==> src/rtl/reg_stream_packer.sv <==
// reg_stream_packer: gathers RATIO consecutive WIDTH-bit samples into one
// wide word behind a single output register. A flush request emits a
// partially filled word together with its lane count. Lane 0 (the LSBs)
// holds the oldest sample. o_ready is the only path that is combinational
// from the downstream side; the data path is fully registered.
module reg_stream_packer #(
    parameter int WIDTH = 8,
    parameter int RATIO = 4,
    parameter int CW    = $clog2(RATIO + 1)
) (
    input  logic                   i_clk,
    input  logic                   i_rst_n,
    input  logic [WIDTH-1:0]       i_d,
    input  logic                   i_valid,
    output logic                   o_ready,
    input  logic                   i_flush,
    output logic [WIDTH*RATIO-1:0] o_data,
    output logic [CW-1:0]          o_count,
    output logic                   o_valid,
    input  logic                   i_ready
);

    localparam logic [CW-1:0] LAST_LANE = CW'(RATIO - 1);
    localparam logic [CW-1:0] FULL_CNT  = CW'(RATIO);
    localparam logic [CW-1:0] CNT_ZERO  = {CW{1'b0}};

    logic [WIDTH*RATIO-1:0] acc_data_q, acc_data_d;
    logic [CW-1:0]          acc_cnt_q, acc_cnt_d;
    logic [WIDTH*RATIO-1:0] out_data_q, out_data_d;
    logic [CW-1:0]          out_cnt_q, out_cnt_d;
    logic                   out_valid_q, out_valid_d;
    logic                   flush_pend_q, flush_pend_d;

    logic                   out_free_s;
    logic                   flush_req_s;
    logic                   ready_s;
    logic                   acc_s;
    logic                   load_s;
    logic [CW-1:0]          n_s;
    logic [WIDTH*RATIO-1:0] word_s;

    // Handshake decode: who may move this cycle and whether a word loads.
    always_comb begin
        out_free_s  = !out_valid_q || i_ready;
        flush_req_s = i_flush || flush_pend_q;
        // The last free lane is only offered when the word can leave at
        // once; a pending or requested flush freezes input while blocked.
        ready_s     = i_rst_n && (out_free_s ||
                      ((acc_cnt_q < LAST_LANE) && !i_flush && !flush_pend_q));
        acc_s       = i_valid && ready_s;
        n_s         = acc_cnt_q + {{(CW-1){1'b0}}, acc_s};
        // A full word can only form while the output is free (see ready_s).
        load_s      = (n_s == FULL_CNT) ||
                      (flush_req_s && out_free_s && (n_s != CNT_ZERO));
    end

    // Accumulator image including the sample accepted this cycle.
    always_comb begin
        word_s = acc_data_q;
        for (int k = 0; k < RATIO; k++) begin
            if (acc_s && (acc_cnt_q == CW'(k))) begin
                word_s[k*WIDTH +: WIDTH] = i_d;
            end else begin
                word_s[k*WIDTH +: WIDTH] = acc_data_q[k*WIDTH +: WIDTH];
            end
        end
    end

    // Next-state for accumulator, output register and deferred flush.
    always_comb begin
        acc_data_d   = word_s;
        acc_cnt_d    = n_s;
        out_data_d   = out_data_q;
        out_cnt_d    = out_cnt_q;
        out_valid_d  = out_valid_q && !i_ready;
        flush_pend_d = flush_pend_q;
        if (load_s) begin
            out_data_d  = word_s;
            out_cnt_d   = n_s;
            out_valid_d = 1'b1;
            acc_data_d  = {(WIDTH*RATIO){1'b0}};
            acc_cnt_d   = CNT_ZERO;
        end else begin
            out_valid_d = out_valid_q && !i_ready;
        end
        if (flush_req_s) begin
            // Blocked flushes are remembered; a free output executes them.
            flush_pend_d = !out_free_s;
        end else begin
            flush_pend_d = flush_pend_q;
        end
    end

    // State register with synchronous active-low reset.
    always_ff @(posedge i_clk) begin
        if (!i_rst_n) begin
            acc_data_q   <= {(WIDTH*RATIO){1'b0}};
            acc_cnt_q    <= CNT_ZERO;
            out_data_q   <= {(WIDTH*RATIO){1'b0}};
            out_cnt_q    <= CNT_ZERO;
            out_valid_q  <= 1'b0;
            flush_pend_q <= 1'b0;
        end else begin
            acc_data_q   <= acc_data_d;
            acc_cnt_q    <= acc_cnt_d;
            out_data_q   <= out_data_d;
            out_cnt_q    <= out_cnt_d;
            out_valid_q  <= out_valid_d;
            flush_pend_q <= flush_pend_d;
        end
    end

    assign o_ready = ready_s;
    assign o_data  = out_data_q;
    assign o_count = out_cnt_q;
    assign o_valid = out_valid_q;

endmodule
==> config.mk <==
export PLATFORM = sky130hd
export DESIGN_NAME = reg_stream_packer
export DESIGN_NICKNAME = d
export VERILOG_FILES = /design/src/rtl/reg_stream_packer.sv
export SDC_FILE = /design/constraint.sdc
export NUM_CORES = 1
export LEC_CHECK = 0
export ABC_AREA = 1
export CAP_MARGIN = 20
export CORE_MARGIN = 2
export CORE_UTILIZATION = 47
export DETAILED_ROUTE_END_ITERATION = 10
export GPL_ROUTABILITY_DRIVEN = 0
export PLACE_DENSITY = 0.72
export RECOVER_POWER = 100
export SLEW_MARGIN = 20
export SYNTH_ARGS = -nofsm -noshare
export SYNTH_HDL_FRONTEND = slang
export SYNTH_SLANG_ARGS = --single-unit
==> constraint.sdc <==
create_clock -name i_clk -period 7.9 [get_ports i_clk]
set_input_delay 1.975 -clock i_clk [delete_from_list [all_inputs] [get_ports i_clk]]
set_output_delay 1.975 -clock i_clk [all_outputs]
set_load 0.005 [all_outputs]
=== Word level (Yosys, flattened, before mapping) ===
Cells that the tools add are included.

* Word-level logic and storage cells: 41
* Bits in registers: 72
* Output and inout port bits: 37
* Input bits: 13

* Equal/unequal tests: 4
* Multiplexer cells: 5
* Magnitude comparators: 1
* Add/sub/neg operators: 1
* Reduce and logical (&&, ||, !) cells: 23
* Bitwise gates (word level): 1

{| class="wikitable"
|+ Operator list
! operator !! count
|-
| $mux W8 || 4
|-
| $logic_and A1 B1 Y1 || 11
|-
| $eq A3 B2 Y1 const B || 2
|-
| $logic_not A1 Y1 || 5
|-
| $logic_or A1 B1 Y1 || 4
|-
| $add A3 B1 Y3 || 1
|-
| $eq A3 B1 Y1 const B || 1
|-
| $eq A3 B3 Y1 const B || 1
|-
| $logic_not A3 Y1 || 1
|-
| $lt A3 B2 Y1 const B || 1
|-
| $reduce_bool A3 Y1 || 1
|-
| $reduce_or A2 Y1 || 1
|-
| $mux W1 || 1
|-
| $not A1 Y1 || 1
|}

=== Longest topological paths before layout ===
* Depth after elaboration: 11
* Mapped depth: 16
* Gate-level depth less buffers: 14

=== Least setup slack after synthesis ===
Ideal clock, no wire load.

* Kind: in2out
* Start: in i_flush
* End: out o_ready
* Arrival: 2.674 ns
* Setup slack: 3.251 ns
* Stages on the path: 4
* Data required time: 5.925 ns
* Path buffers: 1
* Cell sequence: nor2_1 > nand3_1 > a21oi_2 > buf_2

* Word-level cells in the longest chain between the ends: 5

{| class="wikitable"
|+ Ends and longest elaborated chain
! what !! line !! text
|-
| start: declaration || 16 || <nowiki>input logic i_flush,</nowiki>
|-
| $logic_not A1 Y1 || 49 || <nowiki>((acc_cnt_q < LAST_LANE) && !i_flush && !flush_pend_q));</nowiki>
|-
| $logic_and A1 B1 Y1 (2 in a row) || 49 ||
|-
| $logic_or A1 B1 Y1 || 48 || <nowiki>ready_s = i_rst_n && (out_free_s ||</nowiki>
|-
| $logic_and A1 B1 Y1 || 48 ||
|-
| end: declaration || 15 || <nowiki>output logic o_ready,</nowiki>
|}

No other way between the ends.

=== Worst setup path in the final report ===
* Start: in i_rst_n
* End: out o_ready

* Word-level cells in the longest chain between the ends: 1

{| class="wikitable"
|+ Ends and longest elaborated chain
! what !! line !! text
|-
| start: declaration || 12 || <nowiki>input logic i_rst_n,</nowiki>
|-
| $logic_and A1 B1 Y1 || 48 ||
|}

No other way between the ends.

==> metrics.txt <==
status=complete, but fails checks; failing checks=capacitance limit, slew limit; WHS Endpoint=o_data[14]; CP required=~6 ns; post-synth top area cell=dfxtp_1; Async SR Flop Fraction=0%; Seq cells post-synth=just over 70; Post CTS Setup Buffer Count=0; crit start category=input port; Arr. time, crit path=approximately 4.3 ns; Hold Buf Count CTS=0; chip width=82.3 microns; hold path start=o_data[14]; crit path capture type=output pin; fin crit period=about 6.3 ns; FP Rows=28; synth unique cells=25; vias in the first global route=around 2,300; Max Fclk=between 150 and 200 MHz; remaining antenna violation count=0; Synth Instances=between 300 and 400; Layout area overhead=22.9%; final slew viol count=27; most common cell in the netlist=nand2_1; Synth top cells by count=123 x nand2_1, 72 x dfxtp_1, 48 x inv_1; clock root buffer master=clkbuf_8; post-DP HPWL=about 4.3 mm; EDFF count, synth=0; Final Skew=roughly 0.0084 ns; Inserted Diodes=0; total of max-cap violations=1; final period utilization=79.6%; die area=just under 7000 sq um; Nets=around 450; reg-to-reg endpoint=o_data[31]; RSZ-0062 raised after global routing=false; Slew @ Worst Pin=approximately 1.8 ns; main flop type after synthesis=dfxtp_1; Sink Count=72; Hold Crit Depth=2; Core Util, Final=~60%; via density per instance=4.92; Reg2Reg Launch Point=acc_cnt_q[0]; CP Class=in2out; wire per inst=12.3 microns; initial antenna violation count=0; Post-Syn Nets=399; total core area=around 5900 sq um; Die Y=slightly above 80 microns; Iter 0 DRT Violations=about 170; number of detailed-route iterations in the first pass=4; grt total ovfl=0; syn_area_per_cell=about 7.5 sq um; Clock Pin Slew Worst Setup and Hold Paths=0.07 ns; sequential element share of the synthesized area=approximately 50%; reg2reg setup slack=~3.7 ns; PD cells=about 200 nW/um^2; I/O pin total=50; drc violations=0; Routed WL=6.28 mm; Leak Pwr=about 1.7 nW; Post-Syn Area=2880 sq um; clock buffer depth=2; H-Tree Depth=3; final setup vio count=0; maximum VDD drop=roughly 120 uV; largest net degree at the start of global routing=38; worst hold path type=reg2reg; clock latency on the worst-skew pair=about 0.34 ns; setup_tns=0 ns; cts bufs inserted=9; gr usage total=roughly a fifth; Slew HR=-18.2%; initial core utilization=48.7%; IO Port Bufs=a little under 50; share of layout cells above drive strength 1=between 5 and 6%; CTS tree=built; CP max FO=25; Synth top area share=between 40% and 50%; first-pass GRT wire length=10.5 mm; post_cts resized=0; YS warnings=0; total number of vias=between 2,000 and 3,000; synth top area cells=dfxtp_1 50%, nand2_1 16%, inv_1 6.2%, nand4_1 5.6%, nor2_1 4.9%; Hold Vio Cnt, Final=0; Reg2Reg Depth=13
## power breakdown
part           switching (W)  internal (W)
clock               0.000135      0.000144
sequential        0.00000420      0.000372
combinational      0.0000470     0.0000231
total               0.000186      0.000540
## area by class of cell
class | instances | area [sq um]
Multi-Input combinational cell | 246 | 1130
Clock buffer | 10 | 128
Inverter | 51 | 191
Tap cell | 75 | 93.8
Sequential cell | 72 | 1440
Clock inverter | 6 | 60.1
Fill cell | 568 | 2380
Timing Repair Buffer | 50 | 494
## cell usage in the layout (no fill, tap or decap), types with 3 or more instances in the layout
master	synthesis	layout
nand4_1	26	26
clkinv_2	0	3
nor2_1	38	39
dlygate4sd3_1	0	38
clkdlybuf4s50_1	0	11
clkbuf_8	0	9
o21ai_0	5	8
o21ai_1	11	8
nand3_1	25	25
inv_1	48	49
nand2_1	123	124
dfxtp_1	72	72
## worst max-delay path by stage
stage                        from          to  slack (ns)  cells past startpoint
after floorplan           i_flush     o_ready        3.25                      4
after global placement    i_rst_n     o_ready        2.25                      5
after detailed placement  i_rst_n     o_ready        2.21                      5
after CTS                 i_rst_n     o_ready        2.21                      5
after global routing      i_valid  o_data[27]        1.18                     11
final                     i_rst_n     o_ready        1.61                      5
## routing by layer
| metal | global-route usage, % | vias up | share of wire, % |
|---|---|---|---|
| li1 | - | 1301 | - |
| met1 | 27.6 | 1135 | 48 |
| met2 | 32.1 | 59 | 46 |
| met3 | 4.13 | 12 | 3.8 |
| met4 | 9.50 | 0 | 1.9 |
| met5 | 0 | - | 0 |
## stage by stage
| stage | std cells | worst slack, ns | power [W] | instance area (sq um) | hold slack [ns] |
|---|---|---|---|---|---|
| 4_1_cts | 510 | 2.21 | 0.000732 | 3570 | 0.454 |
| 3_5_place_dp | 494 | 2.21 | 0.000459 | 3390 | 0.438 |
| 5_1_grt | 510 | 1.18 | 0.000756 | 3540 | 0.466 |
| 2_1_floorplan | 384 | 3.25 | 0.000434 | 2880 | 0.447 |
| 3_3_place_gp | 494 | 2.25 | 0.000457 | 3390 | 0.436 |
| 6_report | 510 | 1.61 | 0.000725 | 3540 | 0.448 |
## kinds of logic after synthesis
family                   share of synthesized area (%)
XOR/XNOR                                         0.564
flip-flops                                        50.0
AND/OR/NAND/NOR                                   35.1
adder cells (fa/ha/maj)                          0.868
AO/OA/AOI/OAI                                     3.77
buffers and inverters                             9.76
## critical path, stage by stage
cell and delay, ns:
dlygate4sd3_1 0.68, inv_2 0.14, a21oi_2 0.12, clkbuf_1 0.72, clkdlybuf4s50_1 0.67
## flip-flops by register name (all words and copies together) (netlist names)
name          count
acc_cnt_q         3
acc_data_q       32
flush_pend_q      1
o_count           3
o_data           32
o_valid           1
Note: power is estimated with default switching activity, not from simulation.
